===== config.mk =====
export PLATFORM = sky130hd
export DESIGN_NAME = clk_burst_sched
export DESIGN_NICKNAME = d
export VERILOG_FILES = /design/src/rtl/clk_burst_pkg.sv /design/src/rtl/clk_burst_sched_rr_arbiter.sv /design/src/rtl/clk_burst_sched.sv
export SDC_FILE = /design/constraint.sdc
export NUM_CORES = 1
export LEC_CHECK = 0
export ABC_AREA = 1
export BUFFER_PORTS_ARGS = -buffer_cell sky130_fd_sc_hd__buf_2
export CAP_MARGIN = 15
export CORE_ASPECT_RATIO = 2
export CORE_MARGIN = 2
export CORE_UTILIZATION = 50
export CTS_CLUSTER_SIZE = 10
export DETAILED_ROUTE_END_ITERATION = 7
export GPL_TIMING_DRIVEN = 0
export PLACE_DENSITY = 0.85
export SYNTH_ARGS = -nofsm -noshare
export SYNTH_HDL_FRONTEND = slang
export SYNTH_SLANG_ARGS = --single-unit

===== constraint.sdc =====
create_clock -name CLK_IN -period 2 [get_ports CLK_IN]
set_input_delay 0.1 -clock CLK_IN [delete_from_list [all_inputs] [get_ports CLK_IN]]
set_output_delay 0.1 -clock CLK_IN [all_outputs]
set_load 0.03 [all_outputs]

===== src/rtl/clk_burst_pkg.sv =====
// Shared constants and state encoding for the clk_burst_sched divider scheduler.
package clk_burst_pkg;

    localparam int DEF_SEL_W = 3;
    localparam int DEF_CNT_W = 8;
    localparam int PHASE_W   = 8;

    typedef enum logic [1:0] {
        IDLE  = 2'd0,
        LOAD  = 2'd1,
        RUN   = 2'd2,
        GUARD = 2'd3
    } state_t;

endpackage


===== src/rtl/clk_burst_sched_rr_arbiter.sv =====
// Round-robin picker for clk_burst_sched; the search starts one past the last granted requester.
module rr_arbiter #(
    parameter int NUM_REQ = 4
) (
    input  logic               clk_in,
    input  logic               rst_n,
    input  logic [NUM_REQ-1:0] req,
    input  logic               advance,
    output logic [NUM_REQ-1:0] pick
);

    localparam int IDX_W = (NUM_REQ > 1) ? $clog2(NUM_REQ) : 1;

    logic [IDX_W-1:0] start_q;
    logic [IDX_W-1:0] pick_idx;

    // Walk offsets from farthest to nearest so the nearest requester wins.
    always_comb begin
        int idx;
        idx      = 0;
        pick     = '0;
        pick_idx = '0;
        for (int off = NUM_REQ - 1; off >= 0; off--) begin
            idx = int'(start_q) + off;
            if (idx >= NUM_REQ) idx = idx - NUM_REQ;
            if (req[IDX_W'(idx)]) begin
                pick                = '0;
                pick[IDX_W'(idx)]   = 1'b1;
                pick_idx            = IDX_W'(idx);
            end
        end
    end

    always_ff @(posedge clk_in or negedge rst_n) begin
        if (!rst_n) begin
            start_q <= '0;
        end else if (advance) begin
            start_q <= (pick_idx == IDX_W'(NUM_REQ - 1)) ? '0 : pick_idx + IDX_W'(1);
        end
    end

endmodule


===== src/rtl/clk_burst_sched.sv =====
// Shares one power-of-two clock divider among NUM_REQ requesters, one burst at a time.
// Define CLK_BURST_SCHED_GUARD_EN to insert GUARD_CYC idle cycles after every burst.
module clk_burst_sched
    import clk_burst_pkg::*;
#(
    parameter int NUM_REQ   = 4,
    parameter int SEL_W     = DEF_SEL_W,
    parameter int CNT_W     = DEF_CNT_W,
    parameter int GUARD_CYC = 2
) (
    input  logic                     CLK_IN,
    input  logic                     RST_N,
    input  logic [NUM_REQ-1:0]       REQ,
    input  logic [NUM_REQ*SEL_W-1:0] REQ_SEL,
    input  logic [NUM_REQ*CNT_W-1:0] REQ_LEN,
    output logic [NUM_REQ-1:0]       GNT,
    output logic [NUM_REQ-1:0]       DONE,
    output logic                     BUSY,
    output logic                     CLK_OUT,
    output logic                     RISE_STB
);

    localparam int IDX_W = (NUM_REQ > 1) ? $clog2(NUM_REQ) : 1;

    state_t             state;
    state_t             state_nxt;
    logic [NUM_REQ-1:0] pick;
    logic [IDX_W-1:0]   pick_idx;
    logic [IDX_W-1:0]   gnt_idx;
    logic [SEL_W-1:0]   sel_q;
    logic [CNT_W-1:0]   len_q;
    logic [CNT_W-1:0]   period_cnt;
    logic [PHASE_W-1:0] phase;
    logic [PHASE_W-1:0] low_mask;
    logic [PHASE_W-1:0] full_mask;
    logic               abort_q;
    logic               done_q;
    logic               arb_adv;
    logic               req_held;
    logic               period_end;
    logic               burst_end;
    logic [CNT_W-1:0]   load_len;
    logic [SEL_W-1:0]   sel_arr [NUM_REQ];
    logic [CNT_W-1:0]   len_arr [NUM_REQ];

    for (genvar i = 0; i < NUM_REQ; i++) begin : g_unpack
        assign sel_arr[i] = REQ_SEL[i*SEL_W +: SEL_W];
        assign len_arr[i] = REQ_LEN[i*CNT_W +: CNT_W];
    end

    assign arb_adv = (state == IDLE) && (|REQ);

    rr_arbiter #(
        .NUM_REQ (NUM_REQ)
    ) u_arb (
        .clk_in  (CLK_IN),
        .rst_n   (RST_N),
        .req     (REQ),
        .advance (arb_adv),
        .pick    (pick)
    );

    always_comb begin
        pick_idx = '0;
        for (int i = 0; i < NUM_REQ; i++) begin
            if (pick[i]) pick_idx = IDX_W'(i);
        end
    end

    assign load_len   = len_arr[gnt_idx];
    assign req_held   = REQ[gnt_idx];
    assign low_mask   = (PHASE_W'(1) << sel_q) - PHASE_W'(1);
    assign full_mask  = {low_mask[PHASE_W-2:0], 1'b1};
    assign period_end = ((phase & full_mask) == full_mask);
    // A dropped request still finishes the current period so no high phase is cut short.
    assign burst_end  = (state == RUN) && period_end &&
                        (((period_cnt + CNT_W'(1)) == len_q) || abort_q || !req_held);

`ifdef CLK_BURST_SCHED_GUARD_EN
    localparam logic [7:0] GUARD_LAST = (GUARD_CYC <= 1) ? 8'd0 : 8'(GUARD_CYC - 1);
    logic [7:0] guard_cnt;
    logic       guard_done;

    always_ff @(posedge CLK_IN or negedge RST_N) begin
        if (!RST_N)              guard_cnt <= '0;
        else if (state == GUARD) guard_cnt <= guard_cnt + 8'd1;
        else                     guard_cnt <= '0;
    end

    assign guard_done = (guard_cnt == GUARD_LAST);
`endif

    always_ff @(posedge CLK_IN or negedge RST_N) begin
        if (!RST_N) state <= IDLE;
        else        state <= state_nxt;
    end

    always_comb begin
        state_nxt = state;
        case (state)
            IDLE: if (|REQ) state_nxt = LOAD;
            LOAD: state_nxt = (load_len == '0) ? IDLE : RUN;
`ifdef CLK_BURST_SCHED_GUARD_EN
            RUN:   if (burst_end) state_nxt = GUARD;
            GUARD: if (guard_done) state_nxt = IDLE;
`else
            RUN:   if (burst_end) state_nxt = IDLE;
`endif
            default: state_nxt = IDLE;
        endcase
    end

    always_ff @(posedge CLK_IN or negedge RST_N) begin
        if (!RST_N) begin
            gnt_idx    <= '0;
            sel_q      <= '0;
            len_q      <= '0;
            phase      <= '0;
            period_cnt <= '0;
            abort_q    <= 1'b0;
            done_q     <= 1'b0;
        end else begin
            done_q <= 1'b0;
            case (state)
                IDLE: if (arb_adv) gnt_idx <= pick_idx;
                LOAD: begin
                    sel_q      <= sel_arr[gnt_idx];
                    len_q      <= load_len;
                    phase      <= '0;
                    period_cnt <= '0;
                    abort_q    <= 1'b0;
                    if (load_len == '0) done_q <= 1'b1;
                end
                RUN: begin
                    phase <= phase + PHASE_W'(1);
                    if (period_end) period_cnt <= period_cnt + CNT_W'(1);
                    if (!req_held)  abort_q    <= 1'b1;
                    if (burst_end)  done_q     <= 1'b1;
                end
                default: ;
            endcase
        end
    end

    always_comb begin
        GNT      = '0;
        DONE     = '0;
        BUSY     = (state != IDLE);
        CLK_OUT  = 1'b0;
        RISE_STB = 1'b0;
        if (state == LOAD || state == RUN) GNT[gnt_idx] = 1'b1;
        if (done_q) DONE[gnt_idx] = 1'b1;
        if (state == RUN) begin
            CLK_OUT  = phase[sel_q];
            RISE_STB = ((phase & low_mask) == low_mask) && !phase[sel_q];
        end
    end

endmodule


==> flow_summary_export.csv <==
group,metric,value,unit
cts,cts_made_buffers,5,
placement,post_dp_cell_area,3250,um2
drt,via_per_inst,5.54,
drt,finalWirelength,8430,um
cts,clk_latency,280,ps
power,switching_share,49.4,%
grt,globalRouteOverflowTotal,0,
timing,fin_ws,-213,ps
power,peakVddDrop,1.26,mV
critical_path,critPathLaunchType,"flop",
power,seqPwrFrac,19.7,%
critical_path,worst_ep_arrival_time,2360,ps
synthesis,synth_seq_cells,35,
drt,drt_iter0_drc,318,
cts,cts_root_buffer,"clkbuf_16",
critical_path,r2r-start,"sel_q[0]",
grt,antenna_found_initial,0,
timing,hold_viol_final,0,
status,outcome,"finished, violations left",
cts,cts.sinks,35,
drt,vias,3324,
power,power_frac_clock,16.1,%
grt,busiest_layer,"met2",
synthesis,synth.largest_area_cell,"dfrtp_1",
synthesis,syn-cell-area,2880,um2
synthesis,synth_ff_type,"dfrtp_1",
power,power_frac_comb,64.2,%
synthesis,ys_seq_area_share,30.4,%
final_layout,final_net_count,603,
synthesis,synth-warning-count,0,
placement,gp_congestion,0.883,
min_path,min_path_type,"in2reg",
grt,grt_max_degree,36,
timing,relSlewSlack,47.0,%
placement,post-dp-hpwl,5570,um
final_layout,insertedDiodeCount,0,
die,die_w,57.6,um
cts,cts_buffer_depth,2,
die,die-height,111,um
cts,cts.clk_slew.worst_paths,50,ps
critical_path,timing.reg2reg.setup_slack,-210,ps
critical_path,critPathCaptureType,"flop",
critical_path,crit_path_max_fanout,8,
cts,cts_tree,"built",
min_path,min_from,"REQ_SEL[8]",
timing,skew,8.23,ps
final_layout,fillCellCount,441,
drt,drc_errors,0,
drt,firstDrtPassIters,5,
grt,met3_usage,3.62,%
synthesis,synth_edf_count,0,
job,cap_violations,0,
final_layout,finalInstanceArea,3770,um2
timing,rsz0062_at_grt,"true",
synthesis,synth.distinct_cells,38,
timing,worst_pin_slew,794,ps
drt,wl_per_cell,14.0,um
grt,use_met2,47.2,%
critical_path,r2r_cells,12,
die,io_pins,61,
synthesis,synth_area_leaders,"dfrtp_1 30%, nand2_1 17%, inv_1 7.8%",
final_layout,drive_gt1_share,25.6,%
synthesis,avgSynthCellArea,6.41,um2
synthesis,synth_nets,514,
critical_path,reg2reg_to,"period_cnt[2]",
min_path,hold_depth,3,
timing,final-max-slew-violation-count,0,
die,core,5610,um2
drt,ant_nets,0,
synthesis,synthTopCellsByCount,"133 x nand2_1, 60 x inv_1, 50 x nor2_1, 36 x nand3_1, 35 x dfrtp_1",
die,start_util,51.3,%
timing,setup_violations,13,
min_path,worstHoldEndpoint,"sel_q[2]",
critical_path,cp.required,2140,ps
die,rows,39,
grt,grt_pass1_vias,3149,
power,cell_internal_pwr,2.81,mW
synthesis,syn_inst,449,
timing,fin_crit_sh,111,%
synthesis,async_flop_share,100,%
grt,grtUsageMet1,31.3,%
synthesis,synth_most_common_cell,"nand2_1",
final_layout,fin_util,67.1,%
die,die_area,6410,um2
placement,io_buffers,60,
timing,fmax,0.452,GHz
power,power.density,1480,nW/um2
synthesis,yosysTopAreaCellShare,30.4,%
timing,layout_min_cycle_time,2210,ps
power,p_leak,1.93,nW
grt,grt_use_total,26.9,%
status,violations,"setup timing",
power,p_sw,2.74,mW
cts,htree_levels,2,
timing,whs,127,ps
critical_path,path_class,"reg2reg",
final_layout,area_delta_synth_final,31.0,%
grt,grt_first_pass_wirelength,13800,um
-- logic make-up after synthesis --
family	Yosys count	share of synthesized area (%)
flip-flops	35	30.4
buffers and inverters	73	10.0
AND/OR/NAND/NOR	249	36.8
XOR/XNOR	5	1.52
adder cells (fa/ha/maj)	15	6.52
AO/OA/AOI/OAI	72	14.7
-- how the worst max path moves through the flow --
stage	start	to	slack, ps	cells after the start
5_1_grt	sel_q[0]	state[1]	-290	14
2_1_floorplan	sel_q[0]	state[0]	3	14
3_5_place_dp	state[0]	period_cnt[3]	-460	11
6_report	sel_q[0]	period_cnt[2]	-210	12
4_1_cts	sel_q[0]	period_cnt[1]	-180	12
3_3_place_gp	state[0]	period_cnt[6]	-410	11
-- cells in the final DEF (no fill, tap or decap), drive strengths merged, types with 2 or more instances in the layout --
cell	n
a22oi	2
nor3	12
nand3b	2
xnor2	2
nand4	6
clkinv	3
dfrtp	35
nand2	136
inv	61
clkbuf	7
a21boi	3
o21ai	31
nor4	2
nor2	53
a21oi	20
clkinvlp	2
o22ai	6
o21a	2
ha	15
a41oi	2
xor2	3
o221ai	2
nand3	36
buf	88
-- power groups by stage --
stage	Sequential [mW]	Combinational [mW]	Clock (mW)
2_1_floorplan	1.05	2.15	0
3_3_place_gp	1.10	2.70	0
3_5_place_dp	1.10	2.75	0
4_1_cts	1.09	3.15	0.891
5_1_grt	1.12	3.94	0.921
6_report	1.09	3.57	0.897
-- routing by layer --
metal  share of wire (%)  vias up
li1                    -     1630
met1                  38     1507
met2                  52      154
met3                 5.7       33
met4                 3.4        0
met5                   0        -
-- flip-flops by register name, indices dropped and copies added, names as in the netlist --
register	cells
len_q	8
state	2
sel_q	3
gnt_idx	2
phase	8
period_cnt	8
abort_q	1
u_arb.start_q	2
done_q	1
-- metrics by stage --
| stage | TNS, ps | setup WS, ps | instances | power [mW] |
|---|---|---|---|---|
| floorplan | 0 | 3.16 | 449 | 3.20 |
| global placement | -4350 | -406 | 570 | 3.79 |
| detailed placement | -4910 | -456 | 570 | 3.85 |
| CTS | -1930 | -177 | 594 | 5.13 |
| global route | -3640 | -290 | 600 | 5.98 |
| finish | -2190 | -213 | 600 | 5.56 |
-- critical path: stages (launching register included) --
cell,delay [ps]
dfrtp_2,440
nor2_4,140
nand2_4,70
ha_4,270
nor2_2,40
nor3_2,120
o21ai_1,110
nor2_1,150
o21ai_2,90
nor3_4,260
inv_2,130
o21ai_4,150
o22ai_1,110
-- area by class of cell --
type / instances / area (um2) / share of cell area [%]
buffer: 8 / 50.0 / 1.33
clock buffer: 5 / 125 / 3.32
clock inverter: 3 / 43.8 / 1.16
inverter: 64 / 262 / 6.94
multi-input combinational: 341 / 1840 / 48.9
sequential: 35 / 880 / 23.3
tap: 61 / 76.3 / 2.03
timing repair buffer: 83 / 489 / 13.0
-- repair_timing --
action,4_1_cts,5_1_grt
hold buffers,1,0
resized for setup,32,19
endpoints found under the hold margin,35,0
pin swaps,8,7
setup endpoints to repair,17,25
setup buffers,15,8
gates cloned,0,0
No activity file was read; power rests on OpenSTA's default activity.
